===== src/rtl/rv32.sv =====
// Shared RV32 definitions for the decode/issue stage and its consumers.
//   fn_t : ALU function selector carried from issue to execute.
package rv32;

    typedef enum logic [3:0] {
        FN_ADD,
        FN_SUB,
        FN_SLL,
        FN_SLT,
        FN_SLTU,
        FN_XOR,
        FN_SRL,
        FN_SRA,
        FN_OR,
        FN_AND,
        FN_OP2
    } fn_t;

endpackage


===== src/rtl/alu_issue.sv =====
// alu_issue: decode/issue stage for RV32I OP, OP-IMM, LUI and AUIPC.
// Decodes one instruction word into an ALU function plus two operands,
// blocks read-after-write hazards with a pending-register scoreboard and
// hands one registered bundle per instruction to execute (valid/ready).
//
// Ports:
//   clk, reset            clock, synchronous active-high reset
//   in_valid/in_ready     upstream handshake for in_inst/in_pc
//   in_inst, in_pc        instruction word and its address
//   rs1_addr, rs2_addr    combinational regfile read addresses
//   rs1_data, rs2_data    regfile read data (write-first, same cycle)
//   wb_valid, wb_rd       writeback retiring register wb_rd
//   out_valid/out_ready   downstream handshake for the bundle
//   out_fn, out_op1/op2   ALU function and operands
//   out_rd, out_we        destination register and writeback enable
//   out_illegal           instruction not handled by this stage
module alu_issue
    import rv32::*;
#(
    parameter int SCOREBOARD = 1
) (
    input  logic        clk,
    input  logic        reset,
    input  logic        in_valid,
    output logic        in_ready,
    input  logic [31:0] in_inst,
    input  logic [31:0] in_pc,
    output logic [4:0]  rs1_addr,
    output logic [4:0]  rs2_addr,
    input  logic [31:0] rs1_data,
    input  logic [31:0] rs2_data,
    input  logic        wb_valid,
    input  logic [4:0]  wb_rd,
    output logic        out_valid,
    input  logic        out_ready,
    output fn_t         out_fn,
    output logic [31:0] out_op1,
    output logic [31:0] out_op2,
    output logic [4:0]  out_rd,
    output logic        out_we,
    output logic        out_illegal
);

    localparam logic [6:0] OPC_OP     = 7'b0110011;
    localparam logic [6:0] OPC_OP_IMM = 7'b0010011;
    localparam logic [6:0] OPC_LUI    = 7'b0110111;
    localparam logic [6:0] OPC_AUIPC  = 7'b0010111;
    localparam logic [6:0] F7_ZERO    = 7'b0000000;
    localparam logic [6:0] F7_ALT     = 7'b0100000;

    logic [6:0]  opcode;
    logic [2:0]  funct3;
    logic [6:0]  funct7;
    logic [4:0]  rd_field;
    logic [31:0] rs1_val;
    logic [31:0] rs2_val;

    fn_t         d_fn;
    logic [31:0] d_op1;
    logic [31:0] d_op2;
    logic [4:0]  d_rd;
    logic        d_legal;
    logic        d_we;
    logic        use_rs1;
    logic        use_rs2;

    logic [31:0] pending;
    logic [31:0] clr;
    logic [31:0] pend_eff;
    logic [31:0] set_vec;
    logic [31:0] pend_next;
    logic        stall;
    logic        accept;

    assign opcode   = in_inst[6:0];
    assign funct3   = in_inst[14:12];
    assign funct7   = in_inst[31:25];
    assign rd_field = in_inst[11:7];
    assign rs1_addr = in_inst[19:15];
    assign rs2_addr = in_inst[24:20];

    // x0 is hard-wired to zero whatever the register file returns.
    assign rs1_val = (rs1_addr == 5'd0) ? 32'd0 : rs1_data;
    assign rs2_val = (rs2_addr == 5'd0) ? 32'd0 : rs2_data;

    function automatic fn_t alu_fn(input logic [2:0] f3, input logic alt);
        case (f3)
            3'b000:  alu_fn = alt ? FN_SUB : FN_ADD;
            3'b001:  alu_fn = FN_SLL;
            3'b010:  alu_fn = FN_SLT;
            3'b011:  alu_fn = FN_SLTU;
            3'b100:  alu_fn = FN_XOR;
            3'b101:  alu_fn = alt ? FN_SRA : FN_SRL;
            3'b110:  alu_fn = FN_OR;
            default: alu_fn = FN_AND;
        endcase
    endfunction

    // Decode. An illegal word is squashed into a harmless ADD 0,0 with no
    // destination and no source usage, so it never stalls or sets pending.
    always_comb begin
        d_fn    = FN_ADD;
        d_op1   = 32'd0;
        d_op2   = 32'd0;
        d_rd    = rd_field;
        d_legal = 1'b1;
        use_rs1 = 1'b0;
        use_rs2 = 1'b0;
        case (opcode)
            OPC_OP: begin
                use_rs1 = 1'b1;
                use_rs2 = 1'b1;
                d_op1   = rs1_val;
                d_op2   = rs2_val;
                if (funct7 == F7_ZERO ||
                    (funct7 == F7_ALT && (funct3 == 3'b000 || funct3 == 3'b101)))
                    d_fn = alu_fn(funct3, funct7[5]);
                else
                    d_legal = 1'b0;
            end
            OPC_OP_IMM: begin
                use_rs1 = 1'b1;
                d_op1   = rs1_val;
                d_op2   = {{20{in_inst[31]}}, in_inst[31:20]};
                if (funct3 == 3'b001) begin
                    d_op2 = {27'd0, in_inst[24:20]};
                    d_fn  = FN_SLL;
                    if (funct7 != F7_ZERO)
                        d_legal = 1'b0;
                end else if (funct3 == 3'b101) begin
                    d_op2 = {27'd0, in_inst[24:20]};
                    if (funct7 == F7_ZERO)
                        d_fn = FN_SRL;
                    else if (funct7 == F7_ALT)
                        d_fn = FN_SRA;
                    else
                        d_legal = 1'b0;
                end else begin
                    // Immediate ADD never becomes SUB.
                    d_fn = alu_fn(funct3, 1'b0);
                end
            end
            OPC_LUI: begin
                d_fn  = FN_OP2;
                d_op2 = {in_inst[31:12], 12'd0};
            end
            OPC_AUIPC: begin
                d_fn  = FN_ADD;
                d_op1 = in_pc;
                d_op2 = {in_inst[31:12], 12'd0};
            end
            default: d_legal = 1'b0;
        endcase
        if (!d_legal) begin
            d_fn    = FN_ADD;
            d_op1   = 32'd0;
            d_op2   = 32'd0;
            d_rd    = 5'd0;
            use_rs1 = 1'b0;
            use_rs2 = 1'b0;
        end
    end

    assign d_we = d_legal && (d_rd != 5'd0);

    // A register retiring this cycle no longer blocks its readers because
    // the register file forwards the write to the read port.
    assign clr      = wb_valid ? (32'd1 << wb_rd) : 32'd0;
    assign pend_eff = pending & ~clr;
    assign stall    = in_valid && ((use_rs1 && pend_eff[rs1_addr]) ||
                                   (use_rs2 && pend_eff[rs2_addr]));

    assign in_ready = !reset && !stall && (!out_valid || out_ready);
    assign accept   = in_valid && in_ready;

    // Setting after clearing lets a new writer of rd win over a retiring one.
    assign set_vec   = (accept && d_we) ? (32'd1 << d_rd) : 32'd0;
    assign pend_next = pend_eff | set_vec;

    // Output bundle register: load on accept, drop valid once consumed,
    // otherwise hold every field stable for the execute stage.
    always_ff @(posedge clk) begin
        if (reset) begin
            out_valid   <= 1'b0;
            out_fn      <= FN_ADD;
            out_op1     <= 32'd0;
            out_op2     <= 32'd0;
            out_rd      <= 5'd0;
            out_we      <= 1'b0;
            out_illegal <= 1'b0;
        end else if (accept) begin
            out_valid   <= 1'b1;
            out_fn      <= d_fn;
            out_op1     <= d_op1;
            out_op2     <= d_op2;
            out_rd      <= d_rd;
            out_we      <= d_we;
            out_illegal <= !d_legal;
        end else if (out_ready) begin
            out_valid   <= 1'b0;
        end
    end

    // Scoreboard of registers with an in-flight writer; x0 never pending.
    always_ff @(posedge clk) begin
        if (reset || SCOREBOARD == 0)
            pending <= 32'd0;
        else
            pending <= {pend_next[31:1], 1'b0};
    end

endmodule


===== config.mk =====
export PLATFORM = sky130hd
export DESIGN_NAME = alu_issue
export DESIGN_NICKNAME = d
export VERILOG_FILES = /design/src/rtl/rv32.sv /design/src/rtl/alu_issue.sv
export SDC_FILE = /design/constraint.sdc
export NUM_CORES = 1
export LEC_CHECK = 0
export CAP_MARGIN = 20
export CORE_ASPECT_RATIO = 1.75
export CORE_MARGIN = 1
export CORE_UTILIZATION = 49
export CTS_BUF_LIST = sky130_fd_sc_hd__clkbuf_8 sky130_fd_sc_hd__clkbuf_16
export DETAILED_ROUTE_END_ITERATION = 7
export PLACE_DENSITY = 0.95
export SETUP_SLACK_MARGIN = 0.15
export SKIP_CTS_REPAIR_TIMING = 1
export SYNTH_ARGS = -nofsm -noshare
export SYNTH_HDL_FRONTEND = slang
export SYNTH_SLANG_ARGS = --single-unit
export TNS_END_PERCENT = 5

===== constraint.sdc =====
create_clock -name clk -period 5.5 [get_ports clk]
set_input_delay 1.1 -clock clk [delete_from_list [all_inputs] [get_ports clk]]
set_output_delay 1.1 -clock clk [all_outputs]
set_load 0.02 [all_outputs]

== Yosys cells after proc, flatten, opt, wreduce, memory -nomap -nowiden ==
Index checks and enable logic that the tools add are counted.

* Output and inout port bits: 87
* Bits in registers: 108

* Reductions and logical operators: 26
* Equal/unequal tests: 11
* Magnitude comparators: 2
* Bitwise logic cells: 3
* Mux-type cells: 39
* Shift operators: 2

{| class="wikitable"
|+ Operators with widths
! operator !! count
|-
| $mux 32 || 8
|-
| $pmux 32 s3 || 1
|-
| $pmux 32 s2 || 1
|-
| $shl 1x5->32 const A || 2
|-
| $and 32x32->32 || 1
|-
| $not 32->32 || 1
|-
| $or 32x32->32 || 1
|-
| $pmux 4 s7 || 1
|-
| $eq 7x6->1 const B || 3
|-
| $pmux 4 s5 || 1
|-
| $mux 1 || 16
|-
| $mux 4 || 4
|-
| $eq 7x5->1 const B || 2
|-
| $lt 5x6->1 const B || 2
|-
| $pmux 4 s3 || 1
|-
| $bmux 1 s5 || 2
|-
| $logic_not 5->1 || 2
|-
| $eq 3x3->1 const B || 3
|-
| $logic_and 1x1->1 || 9
|-
| $logic_not 7->1 || 1
|-
| $reduce_bool 7->1 || 1
|-
| $eq 3x2->1 const B || 2
|-
| $mux 3 || 2
|-
| $mux 5 || 1
|-
| 8 further kinds || 15
|}

== Longest topological paths before layout ==
* Depth in word-level cells: 17
* Mapped depth: 12
* Depth with buffers taken out: 8

== Least setup slack after synthesis ==
No wires, ideal clock.

* Kind: in2out
* Start point: input in_inst[14]
* End point: output in_ready
* Stages on the path: 10
* Arrival time: 3.494 ns
* Slack: 0.906 ns
* Buffers on the path: 3
* Path through: clkbuf_1 -> nor2b_1 -> o31ai_1 -> a21boi_0 -> or3_1 -> clkbuf_1 -> or4_1 -> o32ai_2 -> clkbuf_1 -> a21boi_0

* Cells in the longest elaborated chain, start to end: 13
* Elaborated cells between the ends (all ways): 19
* Classes of those cells: 2 x eq/ne; 6 x mux; 11 x reduce/logical

{| class="wikitable"
|+ RTL lines
! item !! RTL line !! RTL
|-
| start, declared || alu_issue.sv:26 || <nowiki>input logic [31:0] in_inst,</nowiki>
|-
| $eq 3x3->1 / $logic_not 3->1 (equally long branches) || alu_issue.sv:116, alu_issue.sv:130 ||
|-
| $logic_or 1x1->1 || alu_issue.sv:116 || <nowiki>(funct7 == F7_ALT && (funct3 == 3'b000 || funct3 == 3'b101)))</nowiki>
|-
| $logic_and 1x1->1 || alu_issue.sv:116 ||
|-
| $logic_or 1x1->1 || alu_issue.sv:115 || <nowiki>if (funct7 == F7_ZERO ||</nowiki>
|-
| $mux 1 || alu_issue.sv:115 ||
|-
| $pmux 1 s3 * || alu_issue.sv:109 || <nowiki>case (opcode)</nowiki>
|-
| $mux 1 || alu_issue.sv:154 || <nowiki>if (!d_legal) begin</nowiki>
|-
| $logic_and 1x1->1, on equally long branches || alu_issue.sv:170, alu_issue.sv:171 ||
|-
| $logic_or 1x1->1 * || alu_issue.sv:170 || <nowiki>assign stall = in_valid && ((use_rs1 && pend_eff[rs1_addr]) ||</nowiki>
|-
| $logic_and 1x1->1 * || alu_issue.sv:170 ||
|-
| $logic_not 1->1 * || alu_issue.sv:173 || <nowiki>assign in_ready = !reset && !stall && (!out_valid || out_ready);</nowiki>
|-
| $logic_and 1x1->1 * (2 in a row) || alu_issue.sv:173 ||
|-
| end, declared || alu_issue.sv:25 || <nowiki>output logic in_ready,</nowiki>
|}

Mark *: on every way between the ends. The rest lies on a longest branch, timed or not.

== Final worst setup path ==
* Start point: input wb_rd[1]
* End point: output in_ready

* Cells in the longest elaborated chain, start to end: 12
* Elaborated cells between the ends (all ways): 15
* Classes of those cells: 1 x shift; 5 x mux; 2 x bitwise; 7 x reduce/logical

{| class="wikitable"
|+ RTL lines
! item !! RTL line !! RTL
|-
| start, declared || alu_issue.sv:33 || <nowiki>input logic [4:0] wb_rd,</nowiki>
|-
| $shl 1x5->32 * || alu_issue.sv:168 || <nowiki>assign clr = wb_valid ? (32'd1 << wb_rd) : 32'd0;</nowiki>
|-
| $mux 32 * || alu_issue.sv:168 ||
|-
| $not 32->32 * || alu_issue.sv:169 || <nowiki>assign pend_eff = pending & ~clr;</nowiki>
|-
| $and 32x32->32 * || alu_issue.sv:169 ||
|-
| $bmux 1 s5, on equally long branches || alu_issue.sv:170, alu_issue.sv:171 ||
|-
| $mux 1, on equally long branches || alu_issue.sv:170, alu_issue.sv:171 ||
|-
| $logic_and 1x1->1, on equally long branches || alu_issue.sv:170, alu_issue.sv:171 ||
|-
| $logic_or 1x1->1 * || alu_issue.sv:170 ||
|-
| $logic_and 1x1->1 * || alu_issue.sv:170 ||
|-
| $logic_not 1->1 * || alu_issue.sv:173 ||
|-
| $logic_and 1x1->1 * (2 in a row) || alu_issue.sv:173 ||
|}

Mark *: on every way between the ends. The rest lies on a longest branch, timed or not. The select of a mux whose other input is x is not followed.

==> Flow_metrics.wiki <==
{| class="wikitable"
! Metric !! Value
|-
| Ratio of cells with drive above 1 in the final layout || 0.09746
|-
| Setup Slack @ Placement || 34.67 ps
|-
| Final min period || roughly 5000 ps
|-
| Number of library cell types mapped by synthesis || 65
|-
| Achievable Freq || approximately 0.20 GHz
|-
| Starting Density || 0.5071
|-
| Nets in the synthesized netlist || 888
|-
| Crit share post-route || 0.9043
|-
| Area of the die || roughly 13000 µm²
|-
| Critical path class || input port to output port
|-
| Post-route ant nets || 0
|-
| Total number of yosys warnings || 0
|-
| Buffer type at the clock tree root || clkbuf_16
|-
| Share of synthesized area occupied by flip-flops and latches || 0.3481
|-
| Status || finished, final reports clean
|-
| Grt met2 use || 0.6615
|-
| Sum of internal, switching and leakage power || between 1.5 and 2 mW
|-
| Crit path cell chain || clkdlybuf4s50_1, nand4b_1, o21ai_0, mux4_2, a311o_1, o32ai_4, a21boi_0, dlymetal6s2s_1
|-
| Cell count after synthesis || 750
|-
| Inserted Diodes || 0
|-
| Total leakage power || ~3 nW
|-
| Number of antenna violations at the first check in global routing || 0
|-
| Main synth FF type || dfxtp_1
|-
| Crit-path max FO || 8
|-
| Number of top-level pins || about 230
|-
| Power per cell area || 190.7 nW/µm²
|-
| Maximum number of pins on one net before global-route repair || 68
|-
| FFs w/ async S/R, synth || 0
|-
| HPWL after detailed placement || approximately 17000 µm
|-
| Height of the die || 150.2 µm
|-
| Final RePlAce weighted congestion || 0.9544
|-
| Area leader, netlist || dfxtp_1
|-
| Growth of design area from synthesis to finish || 45.06%
|-
| Number of port buffers || about 220
|-
| Vias in the first global route || ~7000
|-
| Most common library cells after synthesis || dfxtp_1 (107), nand2_1 (74), clkbuf_1 (63), o21ai_1 (51), nand4_1 (48)
|-
| CTS tree || built
|-
| Class of the most critical hold timing path || flip-flop to flip-flop
|-
| DRC errors left || 0
|-
| Global-route wire length before repair || roughly 37000 µm
|-
| Final number of hold-violating endpoints || 0
|-
| Fin worst setup slack || ~530 ps
|-
| Number of maximum-capacitance violations || 0
|-
| Clock-pin transition on the worst setup and hold timing paths || approximately 80 ps
|-
| Number of detailed-routing iterations run before antenna repair || 5
|-
| Number of buffers inserted during clock tree synthesis || 9
|-
| CP max stage cell || clkdlybuf4s50_1
|-
| Setup repair after global routing missed its margin || no
|-
| Area of the core || approximately 12000 µm²
|-
| GR Util met3 || 0.05702
|-
| Critical path launch point type || input port
|-
| Slew Limit Headroom || 0.3792
|-
| Share of Yosys cell area claimed by the top area cell type || 0.3481
|-
| Wire length per cell || 22.17 µm
|-
| Tightest Pin Transition || 929.1 ps
|-
| Detailed router's first-iteration violation count || 631
|-
| Post-layout net count || roughly 1100
|-
| Number of buffers between clock root and the deepest sink || 2
|-
| Rows || 53
|-
| Crit path required time || between 4000 and 5000 ps
|-
| Slew Viols, Final || 0
|-
| Overall routing resource usage || 0.3765
|-
| Number of flops mapped to enable cells by yosys || 0
|-
| H-tree levels || 3
|-
| Clock latency of the later-clocked register in the worst-skew pair || around 360 ps
|-
| WP buf/inv || 2
|-
| Kind of end point of the critical path || output port
|-
| Final setup violating endpoints || 0
|-
| Cell area after synthesis || approximately 6000 µm²
|-
| Final worst clock skew || ~13 ps
|-
| Avg Synthesized Cell Area || about 8.2 µm²
|-
| DR vias/cell || 6.573
|-
| Delay contributed by the slowest stage of the critical path || 620 ps
|-
| Met1 demand-to-capacity share in global routing || 0.4002
|-
| Flip-flop and latch count after synthesis || about 110
|-
| CTS Sinks || 107
|-
| Critical path's top delay family || compound AO/OA/AOI/OAI gates
|-
| Horizontal die dimension || between 80 and 90 µm
|-
| Total length of routed wires || between 20000 and 25000 µm
|-
| Sum of negative setup slack || 0 ps
|-
| Most common cell in the synthesized netlist || dfxtp_1
|-
| Most area-consuming cells after synthesis || dfxtp_1 (35%), a22o_1 (6.3%), nand4_1 (4.9%), nand2_1 (4.5%), o21ai_1 (4.1%)
|-
| Busiest metal layer after global routing || met2
|-
| Maximum VDD drop || around 160 µV
|-
| Arrival time of data at the critical path endpoint || 3870 ps
|-
| Via total after detailed routing || approximately 7300
|-
| Overflow left after global routing || 0
|}
## worst min-delay path: cells and delay by family (launching register included)
family / cells / cell delay [ps]
simple gates: 1 / 50
compound gates: 1 / 50
flops: 1 / 310
## registers in the layout, indices dropped and copies added, names as in the netlist
name	count
pending	31
out_rd	5
out_we	1
out_op2	32
out_valid	1
out_op1	32
out_illegal	1
out_fn	4
## cell type report
cell class                 instances  area [µm²]
fill                             908        3209
sequential                       107        2142
timing repair buffer             266        2575
clock buffer                       9       225.2
multi-input combinational        551        3696
inverter                           4       15.01
clock inverter                     7       66.31
tap                              165       206.4
## logic make-up (layout without fill, tap and decap cells)
| family | Yosys count | count (layout) | share of synthesized area |
|---|---|---|---|
| AOI/OAI and AO/OA | 269 | 269 | 0.3056 |
| buffers and inverters | 92 | 286 | 0.06385 |
| DFF | 107 | 107 | 0.3481 |
| muxes | 31 | 31 | 0.06080 |
| and+or+nand+nor | 251 | 251 | 0.2216 |
## worst paths after layout
path,start,to,slack [ps],cells after the start
worst min-delay path,out_op2[0],out_op2[0],450,2
worst min register to register,out_op2[0],out_op2[0],450,2
worst max-delay path,wb_rd[1],in_ready,530,8
worst max register to register,pending[4],out_op2[19],2640,8
## cells in the final DEF, fill, tap and decap left out, types with 4 or more instances in the layout
cell type | netlist | routed
clkdlybuf4s50_1 | 0 | 222
dfxtp_1 | 107 | 107
nand2_1 | 74 | 74
o21ai_1 | 51 | 54
nand4_1 | 48 | 48
a22o_1 | 44 | 44
buf_4 | 11 | 41
a21oi_1 | 37 | 35
o21ai_0 | 30 | 26
nor2b_1 | 24 | 24
nor2_1 | 24 | 22
mux2_1 | 21 | 21
a22oi_1 | 20 | 20
o211ai_1 | 18 | 18
nand3_1 | 14 | 14
nand2b_1 | 11 | 10
o32ai_1 | 10 | 10
clkbuf_16 | 0 | 9
nor3_1 | 9 | 8
o22ai_1 | 8 | 8
mux2i_1 | 7 | 7
o31ai_1 | 7 | 7
o2111ai_1 | 6 | 6
or4_1 | 6 | 6
nor3b_1 | 5 | 5
or3_1 | 6 | 5
o31ai_2 | 5 | 5
nand4b_1 | 4 | 4
nand3b_1 | 4 | 4
## stage by stage
stage	cells	instance area, µm²	util	hold slack [ps]
after detailed placement	1091	8547	0.7043	439.5
after global placement	1091	8547	0.7043	434.9
final	1109	8926	0.7355	449.2
after global routing	1109	8926	0.7355	462.5
after floorplan	750	6153	-	453.3
after CTS	1107	8838	0.7283	450.3
## power breakdown
part	total (mW)	internal [mW]	switching, mW	leakage, nW
Sequential	0.778	0.776	0.00162	0.862
Combinational	0.269	0.134	0.135	1.99
Clock	0.656	0.322	0.334	0.142
Total	1.70	1.23	0.471	2.99
## per-layer routing
layer	routed length [µm]	part of all wire
met3	1809	0.074
met5	0	0
met4	1857	0.076
met1	8293	0.34
met2	12630	0.51
(Power assumes the default switching activity.)
